**src/rtl/gf2m_pkg.sv**
```systemverilog
// Shared definitions for the GF(2^233) datapath: field degree, trinomial
// middle exponent, digit size, derived digit count, element type and the
// multiplier control states.
package gf2m_pkg;

  localparam int GF_M = 233;
  localparam int GF_K = 74;
  localparam int GF_D = 4;

  // Number of D-bit digits needed to cover an m-bit multiplier operand.
  function automatic int gf_ndig(input int m, input int d);
    return (m + d - 1) / d;
  endfunction

  localparam int GF_NDIG = gf_ndig(GF_M, GF_D);

  typedef logic [GF_M-1:0] gf_elem_t;

  typedef enum logic {
    ST_IDLE = 1'b0,
    ST_RUN  = 1'b1
  } gf_state_t;

endpackage

```
**src/rtl/gf2m_xd_reduce.sv**
```systemverilog
// One digit step of the MSB-first multiplier:
//   y = (acc * x^D  +  a * dig) mod f,   f = x^M + x^K + 1.
// Both terms are summed unreduced (degree <= M+D-1) and then share a single
// fold; one fold suffices because K+D-1 < M keeps the folded bits below M.
module gf2m_xd_reduce #(
  parameter int M = 233,
  parameter int K = 74,
  parameter int D = 4
) (
  input  logic [M-1:0] i_acc,
  input  logic [M-1:0] i_a,
  input  logic [D-1:0] i_dig,
  output logic [M-1:0] o_y
);

  localparam int W = M + D;

  logic [W-1:0] w_prod;
  logic [D-1:0] w_hi;

  // Unreduced sum of the shifted accumulator and the carry-less a*dig product,
  // followed by folding the top D bits to positions p-M and p-M+K.
  always_comb begin
    w_prod = {i_acc, {D{1'b0}}};
    for (int i = 0; i < D; i++) begin
      if (i_dig[i]) begin
        w_prod = w_prod ^ (W'(i_a) << i);
      end
    end
    w_hi = w_prod[W-1:M];
    o_y  = w_prod[M-1:0] ^ M'(w_hi) ^ (M'(w_hi) << K);
  end

endmodule

```
**src/rtl/gf2m_digit_mult.sv**
```systemverilog
// Digit-serial GF(2^M) multiplier, MSB-first, polynomial basis.
// Latches a and b on an accepted start, consumes D bits of b per cycle for
// NDIG cycles, then presents c = a*b mod f with a one-cycle done pulse.
module gf2m_digit_mult
  import gf2m_pkg::*;
#(
  parameter int M = GF_M,
  parameter int K = GF_K,
  parameter int D = GF_D
) (
  input  logic         clk,
  input  logic         rst_n,
  input  logic         start,
  input  logic [M-1:0] a,
  input  logic [M-1:0] b,
  output logic         busy,
  output logic         done,
  output logic [M-1:0] c
);

  localparam int NDIG = gf_ndig(M, D);
  localparam int BW   = NDIG * D;
  localparam int CW   = $clog2(NDIG + 1);

  gf_state_t        r_state;
  logic [M-1:0]     r_areg;
  logic [BW-1:0]    r_breg;
  logic [M-1:0]     r_acc;
  logic [CW-1:0]    r_cnt;
  logic [M-1:0]     r_c;
  logic             r_done;
  logic             r_busy;

  logic [D-1:0]     w_dig;
  logic [M-1:0]     w_next;

  // breg is shifted left each step, so the current digit is always its top D
  // bits; this walks the digits from most to least significant like cnt does.
  assign w_dig = r_breg[BW-1 -: D];

  gf2m_xd_reduce #(
    .M (M),
    .K (K),
    .D (D)
  ) u_step (
    .i_acc (r_acc),
    .i_a   (r_areg),
    .i_dig (w_dig),
    .o_y   (w_next)
  );

  // Control FSM and datapath registers; done is a single-cycle pulse and c only
  // changes on completion or reset.
  always_ff @(posedge clk or negedge rst_n) begin
    if (!rst_n) begin
      r_state <= ST_IDLE;
      r_areg  <= '0;
      r_breg  <= '0;
      r_acc   <= '0;
      r_cnt   <= '0;
      r_c     <= '0;
      r_done  <= 1'b0;
      r_busy  <= 1'b0;
    end else begin
      r_done <= 1'b0;
      case (r_state)
        ST_IDLE: begin
          if (start) begin
            r_areg  <= a;
            r_breg  <= BW'(b);
            r_acc   <= '0;
            r_cnt   <= CW'(NDIG - 1);
            r_busy  <= 1'b1;
            r_state <= ST_RUN;
          end
        end
        ST_RUN: begin
          r_acc  <= w_next;
          r_breg <= r_breg << D;
          r_cnt  <= r_cnt - CW'(1);
          if (r_cnt == '0) begin
            r_cnt   <= '0;
            r_c     <= w_next;
            r_done  <= 1'b1;
            r_busy  <= 1'b0;
            r_state <= ST_IDLE;
          end
        end
        default: begin
          r_state <= ST_IDLE;
        end
      endcase
    end
  end

  assign busy = r_busy;
  assign done = r_done;
  assign c    = r_c;

endmodule

```
**config.mk**
```make
export PLATFORM = sky130hd
export DESIGN_NAME = gf2m_digit_mult
export DESIGN_NICKNAME = d
export VERILOG_FILES = /design/src/rtl/gf2m_pkg.sv /design/src/rtl/gf2m_xd_reduce.sv /design/src/rtl/gf2m_digit_mult.sv
export SDC_FILE = /design/constraint.sdc
export NUM_CORES = 2
export LEC_CHECK = 0
export CAP_MARGIN = 20
export CORE_UTILIZATION = 51
export CTS_BUF_LIST = sky130_fd_sc_hd__clkbuf_16
export DETAILED_ROUTE_END_ITERATION = 7
export PLACE_DENSITY_LB_ADDON = 0.2
export REMOVE_ABC_BUFFERS = 1
export SLEW_MARGIN = 15
export SYNTH_ARGS = -nofsm -noshare
export SYNTH_HDL_FRONTEND = slang
export SYNTH_SLANG_ARGS = --single-unit
```
**constraint.sdc**
```tcl
create_clock -name clk -period 1.7 [get_ports clk]
set_input_delay 0.17 -clock clk [delete_from_list [all_inputs] [get_ports clk]]
set_output_delay 0.17 -clock clk [all_outputs]
set_load 0.01 [all_outputs]
```
==> impl_results.rst <==
.. list-table::
   :header-rows: 1

   * - Metric
     - Value
   * - Instance area after placement
     - 61,500 um2
   * - Clock Skew
     - 0.0197 ns
   * - Total I/O pin count
     - roughly 700
   * - Total number of placement rows
     - 116
   * - Final WL
     - 156 mm
   * - Die height
     - around 320 um
   * - Register-to-register setup slack
     - -0.25 ns
   * - Top FF cell, synth
     - dfrtp_1
   * - Setup slack at placement
     - -0.203 ns
   * - Max Used Layer
     - met5
   * - Worst-path clk slew
     - approximately 0.06 ns
   * - Total gr overflow
     - 0
   * - Largest net degree at the start of global routing
     - ~170
   * - CTS tree
     - built
   * - Cell taking the most area after synthesis
     - dfrtp_1
   * - Total of warnings raised by yosys
     - 0
   * - Number of maximum-capacitance violations
     - 0
   * - End of the worst register-to-register path
     - r_acc[90]
   * - Worst min-delay path startpoint
     - a[142]
   * - Final worst-path setup slack
     - -0.254 ns
   * - Crit-path max FO
     - 8
   * - Met2 layer wire length in the routed design
     - 76.6 mm
   * - Leakage component of the power
     - around 34 nW
   * - Async set-or-reset flop fraction in the synthesized netlist
     - 1.00
   * - Class of the most critical hold timing path
     - in2reg
   * - Period minus WS final
     - 1.95 ns
   * - Initial Util
     - 0.518
   * - Part of the Yosys area used for sequential elements
     - 0.453
   * - Count of unique library cells instantiated by Yosys
     - 36
   * - Routed wirelength normalized by instance count
     - 20.8 um
   * - Initial antenna violation count
     - 24
   * - Data arrival time of the critical path
     - 2.52 ns
   * - Startpoint of the most critical register-to-register path
     - r_breg[233]
   * - Kind of critical path
     - reg2reg
   * - CTS Root Buffer Type
     - clkbuf_16
   * - Finished layout cell area
     - 68,400 um2
   * - Met3 wire length
     - 11.9 mm
   * - Synthesized instance count
     - between 5k and 6k
   * - Num CTS Buffers
     - between 100 and 150
   * - Hold depth
     - 2
   * - Hpwl dp
     - 104 mm
   * - Layout-stage area growth over the synthesis result
     - 31.1%
   * - Post-route met1 wirelength
     - slightly above 60 mm
   * - Global-route wire length before repair
     - 238 mm
   * - Critical Path End Type
     - register
   * - Startpoint class of the critical path
     - register
   * - Initial DRC Count
     - 3,093
   * - Final cycle utilization of the critical path
     - 1.15
   * - Unrepaired setup endpoints after global routing
     - true
   * - Maximum level of the CTS H-tree
     - 3
   * - Post-synth EDFFs
     - 0
   * - Post-synthesis cell area
     - approximately 52,000 um2
   * - Core region area
     - 101,000 um2
   * - Avg Vias per Cell
     - 5.36
   * - Die Area
     - 104,000 um2
   * - Port buffer count
     - 703
   * - Worst skew pair latency
     - 0.69 ns
   * - Final-layout setup total negative slack
     - -64.80 ns
   * - Routed via count
     - 40.0k
   * - DRC violations left
     - 0
   * - Final core utilization
     - 0.679
   * - Multi-input gate area
     - roughly 29,000 um2
   * - Worst hold endpoint
     - r_areg[142]
   * - Peak clock frequency supported by timing
     - 0.512 GHz
   * - Depth of the worst register-to-register path
     - 8
   * - Finish-stage setup viols
     - 540
   * - Clock sink count
     - 944
   * - Data required time at the worst endpoint
     - 2.27 ns
   * - Area of all sequential standard cells
     - ~24,000 um2
   * - Outcome
     - finished with violations
   * - Violated checks
     - negative setup slack
   * - Remaining number of nets flagged by the antenna check after routing
     - 0
   * - Flip-flop and latch count after synthesis
     - 944
   * - Die W
     - between 300 and 400 um
   * - Number of global-route vias before repair
     - 41.0k
   * - Count of final max-slew check failures
     - 0
   * - Final RePlAce weighted congestion
     - 0.859
   * - Worst slew slack as a fraction of its limit
     - 0.518
   * - Number of hold violations in the final report
     - 0
   * - Main area contributors after synthesis
     - dfrtp_1 45%, nand2_1 15%, xnor3_1 9.9%
   * - Longest Clk Path Bufs
     - 3
   * - Final #Nets
     - 6,488
   * - Global-route usage over all layers
     - 0.296
   * - Peak ir drop on the vdd network
     - between 0.001 and 0.0015 V
   * - Worst hold slack after final layout
     - 0.0821 ns
   * - Cell Pwr Density
     - 2290 nW/um2
   * - Share of final-layout standard cells stronger than drive strength 1
     - 0.178
   * - Transition time of the tightest slew-check pin
     - 0.723 ns
   * - Number of fillers in the final layout
     - 7,890
   * - First-pass DRT Iterations
     - 5
   * - Average cell area after synthesis
     - 9.88 um2
   * - Fraction of post-synthesis cell area in the top cell type by area
     - 0.453
-- cells by family (layout without fill, tap and decap cells) --
kind of cell	count (synthesis)	after routing	share of synthesized area
xor gates and xnor gates	707	707	0.187
other	0	11	0
and+or+nand+nor	2338	2338	0.183
buffers and inverters	342	1164	0.0352
DFF	944	944	0.453
AOI/OAI and AO/OA	476	476	0.0461
muxes	471	471	0.0961
adders and majority gates	2	2	0.000480
-- sequential cells by signal, summed over array words and instances (netlist names) --
name / count
r_breg: 236
c: 233
r_acc: 233
r_areg: 233
r_cnt: 6
busy: 1
done: 1
r_state: 1
-- cell usage after synthesis (12+ instances only) --
master,number
mux2i_1,234
buf_1,13
o21ai_0,280
nand2b_1,234
clkbuf_1,123
xnor3_1,230
buf_2,148
nand2_2,50
buf_4,12
nand2_1,2031
buf_6,43
o21ai_1,186
xnor2_1,195
dfrtp_1,944
xnor2_2,51
mux2_2,237
xor2_1,231
-- metal layers --
layer,vias to the layer above,global-route usage
met4,24,0.114
met3,305,0.0720
met5,-,0
met1,20000,0.366
met2,1317,0.499
li1,18400,-
-- worst max-delay path, cell delays in order, from the launching register on --
cell	delay [ns]
dfrtp_4	0.58
buf_16	0.19
buf_12	0.15
buf_12	0.15
nand2_4	0.06
xor2_2	0.16
xnor3_1	0.38
nand2_1	0.10
o21ai_2	0.05
-- repair_timing --
item                                    CTS  global route
hold endpoints to repair                944             0
setup buffers                            45            15
pin swaps                               110           125
resized for setup                       432           264
hold buffers                              1             0
endpoints found under the setup margin  916           664
cloned                                   28             7
-- placed cells by master (no fill, tap or decap), drive strengths merged, types with 2 or more instances in the layout --
master and instances:
nand2 2081, dfrtp 944, clkdlybuf4s50 538, o21ai 466
buf 263, xnor2 246, mux2 237, nand2b 234
mux2i 234, xor2 231, xnor3 230, dlygate4sd2 156
clkbuf 111, clkinv 45, inv 29, diode 11
nor2 11, bufinv 9, clkinvlp 7, a21o 4
clkdlybuf4s15 4, nor3b 3, nor3 3, ha 2
nor2b 2
-- area by class of cell --
class | instances | share of cell area
clock inverter | 87 | 0.0101
antenna | 11 | 0.000402
sequential | 944 | 0.346
tap | 1357 | 0.0248
inverter | 3 | 0.000274
clock buffer | 104 | 0.0380
multi-input combinational | 3994 | 0.419
timing repair buffer | 970 | 0.162
-- per-stage QoR --
step | total power (W) | cells
after CTS | 0.152 | 7440
after detailed placement | 0.124 | 7176
after global routing | 0.167 | 7469
after floorplan | 0.0877 | 4941
after global placement | 0.121 | 7176
final | 0.157 | 7470
-- worst max-delay path by stage --
stage / to / startpoint / depth (start not counted) / slack (ns)
2_1_floorplan: r_areg[0] / r_state / 2 / -46.98
3_3_place_gp: r_areg[105] / r_state / 4 / -0.12
3_5_place_dp: c[164] / r_breg[235] / 7 / -0.20
4_1_cts: c[74] / r_breg[233] / 7 / -0.21
5_1_grt: r_acc[119] / r_breg[233] / 8 / -0.31
6_report: r_acc[90] / r_breg[233] / 8 / -0.25
-- power breakdown --
| part | internal, W | leakage [nW] | switching [W] |
|---|---|---|---|
| logic | 0.0486 | 20.1 | 0.0410 |
| registers | 0.0337 | 11.8 | 0.0113 |
| clock network | 0.0125 | 1.68 | 0.00971 |
Note: power is estimated with default switching activity, not from simulation.
